==> config.mk <==
export PLATFORM = sky130hd
export DESIGN_NAME = n2r_sched_ctrl
export DESIGN_NICKNAME = d
export VERILOG_FILES = /design/src/rtl/n2r_sched_ctrl.sv
export SDC_FILE = /design/constraint.sdc
export NUM_CORES = 1
export LEC_CHECK = 0
export ABC_AREA = 0
export BUFFER_PORTS_ARGS = -buffer_cell sky130_fd_sc_hd__clkbuf_2
export CORE_MARGIN = 3
export CORE_UTILIZATION = 52
export CTS_CLUSTER_SIZE = 10
export DETAILED_ROUTE_END_ITERATION = 12
export GPL_TIMING_DRIVEN = 1
export PLACE_DENSITY = 0.9
export SLEW_MARGIN = 20
export SYNTH_ARGS = -nofsm -noshare
export SYNTH_HDL_FRONTEND = slang
export SYNTH_SLANG_ARGS = --single-unit
==> constraint.sdc <==
create_clock -name clk -period 2.26 [get_ports clk]
set_clock_uncertainty 0.15 [all_clocks]
set_input_delay 0.339 -clock clk [delete_from_list [all_inputs] [get_ports clk]]
set_output_delay 0.339 -clock clk [all_outputs]
set_load 0.005 [all_outputs]
==> src/rtl/n2r_sched_ctrl.sv <==
// n2r_sched_ctrl: row-block fill / slice drain scheduler for an N-core MAC array.
// Rows of one row-block are written into a buffer, then the block is read back
// as slices of NUM_CORES chunks until every chunk of the block has been issued.
// Optional feature: define N2R_SCHED_STALL_CNT_EN to add the stall_cnt output.
module n2r_sched_ctrl #(
  parameter int ROW        = 2754,
  parameter int COL        = 256,
  parameter int BLOCK_SIZE = 2,
  parameter int NUM_CORES  = 8,
  localparam int CPR   = COL / BLOCK_SIZE,
  localparam int NBLK  = ROW / BLOCK_SIZE,
  localparam int WR_W  = (BLOCK_SIZE > 1) ? $clog2(BLOCK_SIZE) : 1,
  localparam int CB_W  = (CPR > 1) ? $clog2(CPR) : 1,
  localparam int BLK_W = (NBLK > 1) ? $clog2(NBLK) : 1
) (
  input  logic                 clk,
  input  logic                 rst_n,
  input  logic                 start,
  input  logic                 in_valid,
  output logic                 in_ready,
  output logic                 wr_en,
  output logic [WR_W-1:0]      wr_row,
  output logic                 slice_valid,
  input  logic                 slice_ready,
  output logic [CB_W-1:0]      chunk_base,
  output logic [NUM_CORES-1:0] core_mask,
  output logic [BLK_W-1:0]     blk_idx,
  output logic                 busy,
`ifdef N2R_SCHED_STALL_CNT_EN
  output logic [31:0]          stall_cnt,
`endif
  output logic                 done
);

  typedef enum logic [1:0] {IDLE, FILL, DRAIN, DONE} state_t;

  state_t                 state_q, state_d;
  logic                   in_ready_q, in_ready_d;
  logic                   slice_valid_q, slice_valid_d;
  logic                   busy_q, busy_d;
  logic                   done_q, done_d;
  logic [NUM_CORES-1:0]   core_mask_q, core_mask_d;
  logic [CB_W-1:0]        chunk_base_q, chunk_base_d;
  logic [WR_W-1:0]        wr_row_q, wr_row_d;
  logic [BLK_W-1:0]       blk_idx_q, blk_idx_d;
  logic [31:0]            base_step;
  logic [31:0]            next_base;
  logic                   slice_accept;

  // The write strobe is the only combinational output: a row lands when offered while accepted.
  assign wr_en        = in_valid & in_ready_q;
  assign slice_accept = slice_valid_q & slice_ready;

  // Next-state and counter logic; arithmetic is widened to 32 bits so the step past the
  // last chunk never wraps inside the narrow chunk_base register.
  always_comb begin
    state_d      = state_q;
    wr_row_d     = wr_row_q;
    chunk_base_d = chunk_base_q;
    blk_idx_d    = blk_idx_q;
    base_step    = 32'(chunk_base_q) + 32'(NUM_CORES);
    case (state_q)
      IDLE: begin
        if (start) begin
          state_d      = FILL;
          wr_row_d     = '0;
          blk_idx_d    = '0;
          chunk_base_d = '0;
        end
      end
      FILL: begin
        if (wr_en) begin
          if (32'(wr_row_q) == 32'(BLOCK_SIZE - 1)) begin
            wr_row_d = '0;
            state_d  = DRAIN;
          end else begin
            wr_row_d = wr_row_q + WR_W'(1);
          end
        end
      end
      DRAIN: begin
        if (slice_accept) begin
          if (base_step >= 32'(CPR)) begin
            chunk_base_d = '0;
            if (32'(blk_idx_q) == 32'(NBLK - 1)) begin
              state_d = DONE;
            end else begin
              state_d   = FILL;
              blk_idx_d = blk_idx_q + BLK_W'(1);
            end
          end else begin
            chunk_base_d = CB_W'(base_step);
          end
        end
      end
      DONE: begin
        state_d = IDLE;
      end
      default: begin
        state_d = IDLE;
      end
    endcase
  end

  // Registered outputs are decoded from the upcoming state so they line up with it.
  always_comb begin
    next_base     = 32'(chunk_base_d);
    in_ready_d    = (state_d == FILL);
    slice_valid_d = (state_d == DRAIN);
    busy_d        = (state_d != IDLE);
    done_d        = (state_d == DONE);
    core_mask_d   = '0;
    if (state_d == DRAIN) begin
      for (int i = 0; i < NUM_CORES; i++) begin
        core_mask_d[i] = (next_base + 32'(i)) < 32'(CPR);
      end
    end
  end

  // State and output registers, cleared asynchronously so a reset abandons any matrix.
  always_ff @(posedge clk or negedge rst_n) begin
    if (!rst_n) begin
      state_q       <= IDLE;
      in_ready_q    <= 1'b0;
      slice_valid_q <= 1'b0;
      busy_q        <= 1'b0;
      done_q        <= 1'b0;
      core_mask_q   <= '0;
      chunk_base_q  <= '0;
      wr_row_q      <= '0;
      blk_idx_q     <= '0;
    end else begin
      state_q       <= state_d;
      in_ready_q    <= in_ready_d;
      slice_valid_q <= slice_valid_d;
      busy_q        <= busy_d;
      done_q        <= done_d;
      core_mask_q   <= core_mask_d;
      chunk_base_q  <= chunk_base_d;
      wr_row_q      <= wr_row_d;
      blk_idx_q     <= blk_idx_d;
    end
  end

`ifdef N2R_SCHED_STALL_CNT_EN
  logic [31:0] stall_cnt_q, stall_cnt_d;

  // Count drain cycles where the cores refuse the slice; cleared by a new matrix, saturating.
  always_comb begin
    stall_cnt_d = stall_cnt_q;
    if (state_q == IDLE && start) begin
      stall_cnt_d = '0;
    end else if (state_q == DRAIN && !slice_ready && stall_cnt_q != '1) begin
      stall_cnt_d = stall_cnt_q + 32'd1;
    end
  end

  // Stall counter register.
  always_ff @(posedge clk or negedge rst_n) begin
    if (!rst_n) begin
      stall_cnt_q <= '0;
    end else begin
      stall_cnt_q <= stall_cnt_d;
    end
  end

  assign stall_cnt = stall_cnt_q;
`endif

  assign in_ready    = in_ready_q;
  assign slice_valid = slice_valid_q;
  assign busy        = busy_q;
  assign done        = done_q;
  assign core_mask   = core_mask_q;
  assign chunk_base  = chunk_base_q;
  assign wr_row      = wr_row_q;
  assign blk_idx     = blk_idx_q;

endmodule

==> results of run 1 <==
[power groups by stage]
stage | registers (mW) | logic [mW] | clock network (mW)
after global routing | 0.802 | 0.505 | 0.391
final | 0.785 | 0.438 | 0.359
after global placement | 0.788 | 0.420 | 0
after CTS | 0.784 | 0.440 | 0.368
after floorplan | 0.788 | 0.260 | 0
after detailed placement | 0.795 | 0.436 | 0
[Yosys cell counts, drive strengths merged (2+ instances only)]
library cell / n / share of area (%)
nor2b: 2 / 0.80
dfrtp: 32 / 51
a31oi: 2 / 0.80
ha: 3 / 2.4
nand4: 2 / 0.80
buf: 6 / 3.7
or3: 9 / 3.6
a21oi: 17 / 5.5
nand3: 7 / 2.3
o21ai: 15 / 4.8
and3: 7 / 2.9
nand2: 15 / 4.1
o21a: 2 / 1.4
clkbuf: 2 / 0.48
nor2: 6 / 1.4
inv: 9 / 2.2
a41oi: 2 / 1.1
[registers in the layout, indices dropped and copies added (netlist names)]
| signal | count |
|---|---|
| in_ready | 1 |
| core_mask | 8 |
| blk_idx | 11 |
| state_q | 2 |
| chunk_base | 7 |
| busy | 1 |
| wr_row | 1 |
| done | 1 |
[path summary, 6_finish.rpt]
| kind | cells after the start | endpoint | slack (ns) | startpoint |
|---|---|---|---|---|
| setup reg to reg | 6 | blk_idx[6] | 0.11 | chunk_base[4] |
| min in group asynchronous | 2 | blk_idx[4] | 0.45 | rst_n |
| hold / removal | 4 | wr_row | 0.25 | start |
| setup / recovery | 6 | blk_idx[6] | 0.11 | chunk_base[4] |
| hold reg to reg | 3 | blk_idx[0] | 0.39 | blk_idx[0] |
| max in group asynchronous | 2 | chunk_base[2] | 1.02 | rst_n |
[final cells by class]
cell class | count | share of cell area [%]
timing repair buffer | 43 | 12.78
inverter | 9 | 1.835
sequential | 32 | 43.51
tap | 31 | 2.107
multi-input combinational | 108 | 36.23
clock buffer | 7 | 3.535
[repair_timing]
item / in CTS / in global routing
hold buffers: 1 / 0
resized for setup: 0 / 1
hold endpoints to repair: 32 / 0
endpoints found under the setup margin: 0 / 4
[metrics by stage]
step | power, mW | hold WS [ns] | setup slack [ns]
after detailed placement | 1.231 | 0.3103 | 0.1145
after global placement | 1.208 | 0.2891 | 0.2157
after floorplan | 1.047 | -0.1066 | 0.2220
after global routing | 1.698 | 0.2884 | 0.005972
final | 1.582 | 0.2492 | 0.1081
after CTS | 1.592 | 0.2399 | 0.07495
[per-layer routing]
metal | global-route usage, % | vias to the layer above | routed length, um
met3 | 6.596 | 7 | 211
met5 | 0 | - | 0
met2 | 34.50 | 41 | 1624
met1 | 24.59 | 639 | 1413
met4 | 7.740 | 0 | 55
li1 | - | 646 | -
[cell families (layout without fill, tap and decap cells)]
family | count (synthesis) | count (layout) | share of synthesized area (%)
simple gates | 60 | 60 | 23.17
compound gates | 44 | 45 | 16.57
fa+ha+maj | 3 | 3 | 2.414
buf+inv | 17 | 59 | 6.355
flops | 32 | 32 | 51.49
[worst register-to-register path, cell delays in order (launching register included)]
cell,delay [ns]
sky130_fd_sc_hd__dfrtp_1,0.46
sky130_fd_sc_hd__ha_2,0.26
sky130_fd_sc_hd__and3_2,0.24
sky130_fd_sc_hd__nand2_4,0.08
sky130_fd_sc_hd__o21a_4,0.26
sky130_fd_sc_hd__or4_1,0.50
sky130_fd_sc_hd__a21oi_1,0.15
==> impl_results.md, run 1 <==
* Max Freq at 0.4647 GHz
* Cell-by-cell listing of the critical path: ha_2, and3_2, nand2_4, o21a_4, or4_1, a21oi_1
* Maximum net fanout on the critical path at 11
* Area inside the core boundary at between 2000 and 3000 sq um
* Relative contribution of combinational cells to total power at about 28%
* Post-CTS setup-driven buffer insertion count at 0
* Register area at 800.8 sq um
* Synth-to-Final Area Change at 18.34%
* Number of global-route vias before repair at between 1k and 1.5k
* Routability congestion estimate from global placement at a little under 1
* Skew-Pair Late Insertion Delay at 0.33 ns
* Async set-reset flop share out of synthesis at 100.0%
* Final non-filler cell total at 230
* Status: finished clean
* Slew at the pin with the worst max-slew slack at roughly 0.76 ns
* Post-route fraction of the period consumed by the critical path at between 90% and 100%
* RSZ-0062 raised after global routing: false
* Net total in the final layout at 207
* Kind of launch point of the worst setup path: flip-flop
* Placed cell count at 221
* Die boundary height at 60.69 um
* Synthesized instance count at roughly 160
* Die X-Extent at 60.69 um
* Clock Path Buffers at 2
* Ys flop type: sky130_fd_sc_hd__dfrtp_1
* Pins over their slew limit at 0
* Worst hold path type: input port to flip-flop
* Total GRT Usage at between 20% and 30%
* Total length of routed wires at 3.304 mm
* Max-cap violation count at 0
* DRC violations left at 0
* Area taken by multi-input logic gates at around 670 sq um
* Path type of the worst setup path: flip-flop to flip-flop
* Most common cell after layout, fill and taps aside: sky130_fd_sc_hd__clkbuf_2
* Routed vias at about 1.3k
* First-pass GRT wire length at between 5 and 6 mm
* Accumulated negative setup slack at 0 ns
* Crit end category: flip-flop
* Antenna violations before repair at 0
* Hold violation total from the final report at 0
* Post-route standard cell area excluding fillers at about 1800 sq um
* Count of antenna-violating nets left after detailed routing at 0
* Clock transition at the register clock pins on the worst setup and hold paths after CTS at ~0.090 ns
* Synthesized area divided by synthesized cell count at ~10 sq um
* Power share of the sequential group at about half
* Num CTS Buffers at 5
* Min cycle time layout at around 2.2 ns
* Clock root buffer master: sky130_fd_sc_hd__clkbuf_4
* Total Die Area at approximately 3700 sq um
* Final routed wire length divided by cell count at roughly 14 um
* Via-to-Cell Ratio at approximately 5.8
* Synth Net Count at between 150 and 200
* # rows at 19
* Post-place instance area at between 1500 and 2000 sq um
* Sink Count at 32
* Max-slew headroom at between 40 and 50%
* VDD IR-drop max at between 0.6 and 0.7 mV
* Estimated wirelength of the detail-placed design at around 2.4 mm
* Sequential share of the synthesized area at just over 50%
* Cell with the largest stage delay on the worst path: sky130_fd_sc_hd__or4_1
* CP Data Required Time at about 2.4 ns
* Number of enable flip-flop cells after synthesis at 0
* Layout cells sized above 1 at between 20% and 30%
* Total global routing overflow at 0
* Sw Ratio at approximately a third
* Arrival time worst endpoint at ~2.3 ns
* Synth cell types at between 40 and 50
* Critical path buffer and inverter count at 0
* Design internal power at about 1.1 mW
* Initial Util at between 50 and 60%
* I/O pin cnt at 37
* Initial DRT Pass Iterations at 4
* Syn Std Cell Area at roughly 1600 sq um
* TritonCTS clock tree: done
* Final standard cell utilization of the core at approximately two thirds
* Most used cells in the layout excluding fill and tap cells: sky130_fd_sc_hd__clkbuf_2 (36), sky130_fd_sc_hd__dfrtp_1 (32), sky130_fd_sc_hd__a21oi_1 (17)
* Clock H-tree levels at 2
* Initial drt markers at 71
* Biggest cell delay along the critical path at approximately 0.50 ns
* Port-buffer cells at 36
* Number of endpoints failing setup at the final stage at 0
* Leakage power summed over all cells at around 0.96 nW
* Filler cells at approximately 250
* NetSw at 0.5181 mW
* Clock power share at a little under a quarter
* Number of warnings printed during yosys synthesis at 0
* Pin count of the biggest net entering global routing at 33
* Largest delay contributor family on the critical path: simple AND/OR/NAND/NOR gates
* Areal power density over the cells at 859.7 nW/um^2
* Seq cells post-synth at 32
* Diode count at 0
Power figures use the tool's default switching activity.
==> inputs of run 2 (changes only) <==
CORE_MARGIN = 2   (was 3)
==> run 2 against run 1 <==
Compared with the run above:
- clock power is essentially flat
- largest power group unchanged
- worst hold slack improved by 0.031 ns
- sequential cell count is the same
- final cell count increased by 0.43%
- critical endpoint is now in_ready
- the flow now finishes with violations (DRC)
- highest routed layer unchanged
- setup slack got worse by 0.059 ns
==> impl_results.md, run 2 (synthesized netlist as in run 1, its figures left out) <==
* Count of antenna-violating nets left after detailed routing at 0 (unchanged)
* Clock Path Buffers at 2 (unchanged)
* Biggest cell delay along the critical path at 0.46 ns (-0.04 ns)
* Filler cells at 232 (-5.3%)
* Number of endpoints failing setup at the final stage at 0 (unchanged)
* Worst hold path type: input port to flip-flop
* I/O pin cnt at 37 (unchanged)
* Num CTS Buffers at 5 (unchanged)
* Placed cell count at 220 (-0.45%)
* TritonCTS clock tree: done
* Max-cap violation count at 0 (unchanged)
* Synth-to-Final Area Change at 19.71%
* Pin count of the biggest net entering global routing at 33 (unchanged)
* Area inside the core boundary at 2805 sq um (unchanged)
* Most used cells in the layout excluding fill and tap cells: sky130_fd_sc_hd__clkbuf_2 (36), sky130_fd_sc_hd__dfrtp_1 (31), sky130_fd_sc_hd__a21oi_1 (17)
* Pre-CTS worst setup slack at 0.06168 ns (-0.05286 ns)
* Final routed wire length divided by cell count at 16.47 um (+15%)
* Slew at the pin with the worst max-slew slack at 0.7771 ns (+0.01555 ns)
* Pins over their slew limit at 0 (unchanged)
* Register area at 802.0 sq um (+0.16%)
* Layout cells sized above 1 at 31.50% (+2.4 points)
* Leakage power summed over all cells at 0.9574 nW (+0.23%)
* Hold_ws at 0.2805 ns (+0.03135 ns)
* Total length of routed wires at 3.805 mm (+15%)
* Critical path buffer and inverter count at 2 (+2)
* Port-buffer cells at 36 (unchanged)
* Final non-filler cell total at 231 (+0.43%)
* DRC violations left at 2 (+2)
* Antenna violations before repair at 0 (unchanged)
* Arrival time worst endpoint at 2.27 ns (about the same)
* Violated checks: DRC
* VDD IR-drop max at 0.6070 mV (about the same)
* Status: finished with violations
* Initial DRT Pass Iterations at 8 (+4)
* Estimated wirelength of the detail-placed design at 2.650 mm (+12%)
* Hold violation total from the final report at 0 (unchanged)
* Cell with the largest stage delay on the worst path: sky130_fd_sc_hd__or4b_4
* Die boundary height at 58.69 um (-3.3%)
* Clock root buffer master: sky130_fd_sc_hd__clkbuf_4
* Area taken by multi-input logic gates at 686.9 sq um (+3.0%)
* Routability congestion estimate from global placement at 0.8898 (-8.0%)
* Cell-by-cell listing of the critical path: inv_2, ha_1, or4b_4, nor4b_4, o21ai_0, nor2b_1, inv_1, nor2_1
* Flip-flop count of the largest register, all copies and words added at 11 (unchanged)
* Accumulated negative setup slack at 0 ns (unchanged)
* Post-route worst setup slack at 0.04898 ns (-0.05915 ns)
* Min cycle time layout at 2.211 ns (+0.05915 ns)
* Initial drt markers at 122 (+72%)
* Crit end category: flip-flop
* Max-slew headroom at 48.19% (-1.0 points)
* Number of global-route vias before repair at 1404 (+11%)
* Diode count at 0 (unchanged)
* Kind of launch point of the worst setup path: flip-flop
* Total Die Area at 3445 sq um (-6.5%)
* Initial Util at 55.44% (unchanged)
* Via-to-Cell Ratio at 6.247 (+7.8%)
* Total global routing overflow at 0 (unchanged)
* RSZ-0062 raised after global routing: true
* Sink Count at 32 (unchanged)
* Skew-Pair Late Insertion Delay at 0.33 ns (about the same)
* # rows at 19 (unchanged)
* Most common cell after layout, fill and taps aside: sky130_fd_sc_hd__clkbuf_2
* Final standard cell utilization of the core at 66.37% (+0.76 points)
* First-pass GRT wire length at 5.989 mm (+6.9%)
* Routed vias at 1443 (+8.3%)
* CP Data Required Time at 2.31 ns (-0.06 ns)
* Path type of the worst setup path: flip-flop to flip-flop
* Total GRT Usage at 23.36% (+2.8 points)
* Clock transition at the register clock pins on the worst setup and hold paths after CTS at 0.09 ns (about the same)
* Post-route fraction of the period consumed by the critical path at 97.83% (+2.6 points)
* Largest delay contributor family on the critical path: simple AND/OR/NAND/NOR gates
* Net total in the final layout at 208 (+0.48%)
* Areal power density over the cells at 869.3 nW/um^2 (+1.1%)
* Clock H-tree levels at 2 (unchanged)
* Die X-Extent at 58.69 um (-3.3%)
* Max Freq at 0.4523 GHz (-2.7%)
* Maximum net fanout on the critical path at 4 (-7)
[run 2: metal layers]
layer  vias up  routed length (um)  track usage, %
li1        652                   -               -
met1       711                1474           24.57
met2        65                1999           40.93
met3        15                 229           7.033
met4         0                 102           13.96
met5         -                   0               0
[run 2: layout make-up]
type / instances / share of cell area [%]
clock buffers: 7 / 3.495
flip-flops and latches: 32 / 43.08
repair buffers: 43 / 12.63
multi-input cells: 109 / 36.90
well taps: 31 / 2.083
inverters: 9 / 1.815
[run 2: worst register-to-register path, stage by stage (launching register included)]
cell,delay [ns]
sky130_fd_sc_hd__dfrtp_1,0.41
sky130_fd_sc_hd__inv_2,0.07
sky130_fd_sc_hd__ha_1,0.13
sky130_fd_sc_hd__or4b_4,0.46
sky130_fd_sc_hd__nor4b_4,0.40
sky130_fd_sc_hd__o21ai_0,0.14
sky130_fd_sc_hd__nor2b_1,0.19
sky130_fd_sc_hd__inv_1,0.09
sky130_fd_sc_hd__nor2_1,0.05
[run 2: report_power, final]
part / total [mW] / switching [mW] / internal (mW)
Clock: 0.356 / 0.179 / 0.176
Sequential: 0.787 / 0.0987 / 0.688
Combinational: 0.476 / 0.262 / 0.214
Total: 1.62 / 0.541 / 1.08
[run 2: final timing paths]
| path | slack, ns | endpoint | startpoint | cells past startpoint |
|---|---|---|---|---|
| max | 0.05 | in_ready | blk_idx[0] | 8 |
| min in group asynchronous | 0.47 | chunk_base[3] | rst_n | 2 |
| min | 0.28 | wr_row | start | 4 |
| max in group asynchronous | 0.96 | chunk_base[4] | rst_n | 2 |
| max reg2reg | 0.05 | in_ready | blk_idx[0] | 8 |
| min reg2reg | 0.41 | chunk_base[4] | chunk_base[4] | 2 |
[run 2: metrics by stage]
step	cell area, sq um	total power, mW
detailed placement	1747	1.240
global placement	1747	1.206
global route	1862	1.714
finish	1862	1.618
floorplan	1555	1.047
CTS	1822	1.598
[run 2: what timing repair did]
action | in CTS | in global routing
setup buffers | 0 | 1
hold buffers | 1 | 0
endpoints found under the hold margin | 32 | 0
resized for setup | 0 | 7
endpoints found under the setup margin | 0 | 9
==> inputs of run 3 (changes only) <==
CORE_UTILIZATION = 45   (was 52)
CTS_CLUSTER_DIAMETER = 60   (was not set)
PLACE_DENSITY = 0.81   (was 0.9)
clock period = 2.33 ns   (was 2.26 ns; I/O delays follow)
==> run 3 against run 2 <==
Compared with the run above:
- the flow now finishes without violations
- count of clock-buffer cells in the layout is 1 lower
- die area is 14% higher
- combinational power is 12% lower
- sequential share of layout area is 1.1 points higher
- sequential cell count stayed put
- largest cell class unchanged
- highest routed layer unchanged
==> impl_results.md, run 3 (synthesized netlist as in run 1, its figures left out) <==
* RSZ-0062 raised after global routing: false
* Hold_ws at 0.3062 ns (+0.02563 ns)
* Initial drt markers at 98 (-20%)
* First-pass GRT wire length at 5.471 mm (-8.6%)
* Reg-to-reg critical path startpoint: state_q[0]
* Total global routing overflow at 0 (unchanged)
* Post-CTS setup-driven buffer insertion count at 0 (unchanged)
* Crit end category: flip-flop
* Pin count of the biggest net entering global routing at 33 (unchanged)
* Synth-to-Final Area Change at 16.65%
* Maximum net fanout on the critical path at 22 (+18)
* Net total in the final layout at 204 (-1.9%)
* Placed cell count at 234 (+6.4%)
* Skew-Pair Late Insertion Delay at 0.32 ns (about the same)
* Critical path startpoint: state_q[0]
* Slew at the pin with the worst max-slew slack at 0.7589 ns (-0.01820 ns)
* I/O pin cnt at 37 (unchanged)
* Status: finished clean
* Die boundary height at 62.79 um (+7.0%)
* Clock H-tree levels at 2 (unchanged)
* Antenna violations before repair at 0 (unchanged)
* Kind of launch point of the worst setup path: flip-flop
* Area inside the core boundary at 3337 sq um (+19%)
* Diode count at 0 (unchanged)
* Final routed wire length divided by cell count at 13.03 um (-21%)
* Routability congestion estimate from global placement at 0.7942 (-11%)
* Estimated wirelength of the detail-placed design at 2.257 mm (-15%)
* Path type of the worst setup path: flip-flop to flip-flop
* Via-to-Cell Ratio at 5.397 (-14%)
* Initial Util at 46.61% (-8.8 points)
* Number of endpoints failing setup at the final stage at 0 (unchanged)
* Num CTS Buffers at 5 (unchanged)
* Initial DRT Pass Iterations at 4 (-4)
* Number of hold-repair buffers added at the cts stage at 1 (unchanged)
* Areal power density over the cells at 803.1 nW/um^2 (-7.6%)
* Layout cells sized above 1 at 27.04% (-4.5 points)
* Clock root buffer master: sky130_fd_sc_hd__clkbuf_4
* Total GRT Usage at 17.93% (-5.4 points)
* Sink Count at 32 (unchanged)
* Post-CTS sizing at 0 (unchanged)
* DRC violations left at 0 (-2)
* Post-route fraction of the period consumed by the critical path at 92.64% (-5.2 points)
* Accumulated negative setup slack at 0 ns (unchanged)
* Clock Path Buffers at 2 (unchanged)
* # rows at 21 (+2)
* Number of global-route vias before repair at 1271 (-9.5%)
* Routed vias at 1306 (-9.5%)
* Pins over their slew limit at 0 (unchanged)
* Port-buffer cells at 36 (unchanged)
* Total power at 1.457 mW (-10%)
* Total length of routed wires at 3.153 mm (-17%)
* Clock transition at the register clock pins on the worst setup and hold paths after CTS at 0.09 ns (about the same)
* Launch point of the worst hold path: start
* Most common cell after layout, fill and taps aside: sky130_fd_sc_hd__clkbuf_2
* Min cycle time layout at 2.159 ns (-0.05242 ns)
* Most used cells in the layout excluding fill and tap cells: sky130_fd_sc_hd__clkbuf_2 (36), sky130_fd_sc_hd__dfrtp_1 (32), sky130_fd_sc_hd__a21oi_1 (17)
* Max-cap violation count at 0 (unchanged)
* Max Freq at 0.4633 GHz (+2.4%)
* Max-slew headroom at 49.40% (+1.2 points)
* Flip-flop count of the largest register, all copies and words added at 11 (unchanged)
* Count of antenna-violating nets left after detailed routing at 0 (unchanged)
* Final non-filler cell total at 242 (+4.8%)
* Arrival time worst endpoint at 2.27 ns (about the same)
* Total Die Area at 3943 sq um (+14%)
* VDD IR-drop max at 0.6473 mV (+6.6%)
* CP Data Required Time at 2.44 ns (+0.13 ns)
* Pre-CTS worst setup slack at 0.1734 ns (+0.1118 ns)
* Leakage power summed over all cells at 0.9354 nW (-2.3%)
* TritonCTS clock tree: done
* Hold violation total from the final report at 0 (unchanged)
* Die X-Extent at 62.79 um (+7.0%)
* Worst hold path type: input port to flip-flop
* Post-route worst setup slack at 0.1714 ns (+0.1224 ns)
-- run 3: report_power, final --
group	switching, mW	total (mW)	internal [mW]
logic	0.228	0.417	0.189
clock network	0.166	0.277	0.111
registers	0.0952	0.763	0.668
total	0.490	1.46	0.967
-- run 3: stage by stage --
| step | utilization, % | area, sq um |
|---|---|---|
| 2_1_floorplan | - | 1555 |
| 3_3_place_gp | 52.68 | 1758 |
| 3_5_place_dp | 52.68 | 1758 |
| 4_1_cts | 54.37 | 1814 |
| 5_1_grt | 54.37 | 1814 |
| 6_report | 54.37 | 1814 |
-- run 3: final cells by class --
| type | instances | area (sq um) |
|---|---|---|
| clock buffer | 6 | 41.29 |
| clock inverter | 1 | 5.005 |
| fill | 305 | 1523 |
| inverter | 9 | 33.78 |
| multi-input combinational | 107 | 655.6 |
| sequential | 32 | 800.8 |
| tap | 46 | 57.56 |
| timing repair buffer | 41 | 220.2 |
-- run 3: worst paths after layout --
kind | end | slack (ns) | depth (start not counted)
hold reg to reg | chunk_base[6] | 0.42 | 1
hold / removal | wr_row | 0.31 | 4
max in group asynchronous | core_mask[1] | 1.06 | 2
setup reg to reg | blk_idx[6] | 0.17 | 5
min in group asynchronous | blk_idx[6] | 0.49 | 2
setup / recovery | blk_idx[6] | 0.17 | 5
-- run 3: worst max-delay path, stage by stage (launching register included) --
cell	delay [ns]
sky130_fd_sc_hd__dfrtp_1	0.44
sky130_fd_sc_hd__and4b_1	0.47
sky130_fd_sc_hd__nand2_4	0.10
sky130_fd_sc_hd__o21a_4	0.27
sky130_fd_sc_hd__or4_1	0.51
sky130_fd_sc_hd__a21oi_1	0.14
-- run 3: per-layer routing --
| metal | up-vias | track usage [%] | share of wire, % |
|---|---|---|---|
| met5 | - | 0 | 0 |
| met2 | 37 | 28.90 | 49 |
| li1 | 636 | - | - |
| met4 | 0 | 8.333 | 1.8 |
| met3 | 6 | 5.405 | 5.3 |
| met1 | 627 | 22.13 | 44 |
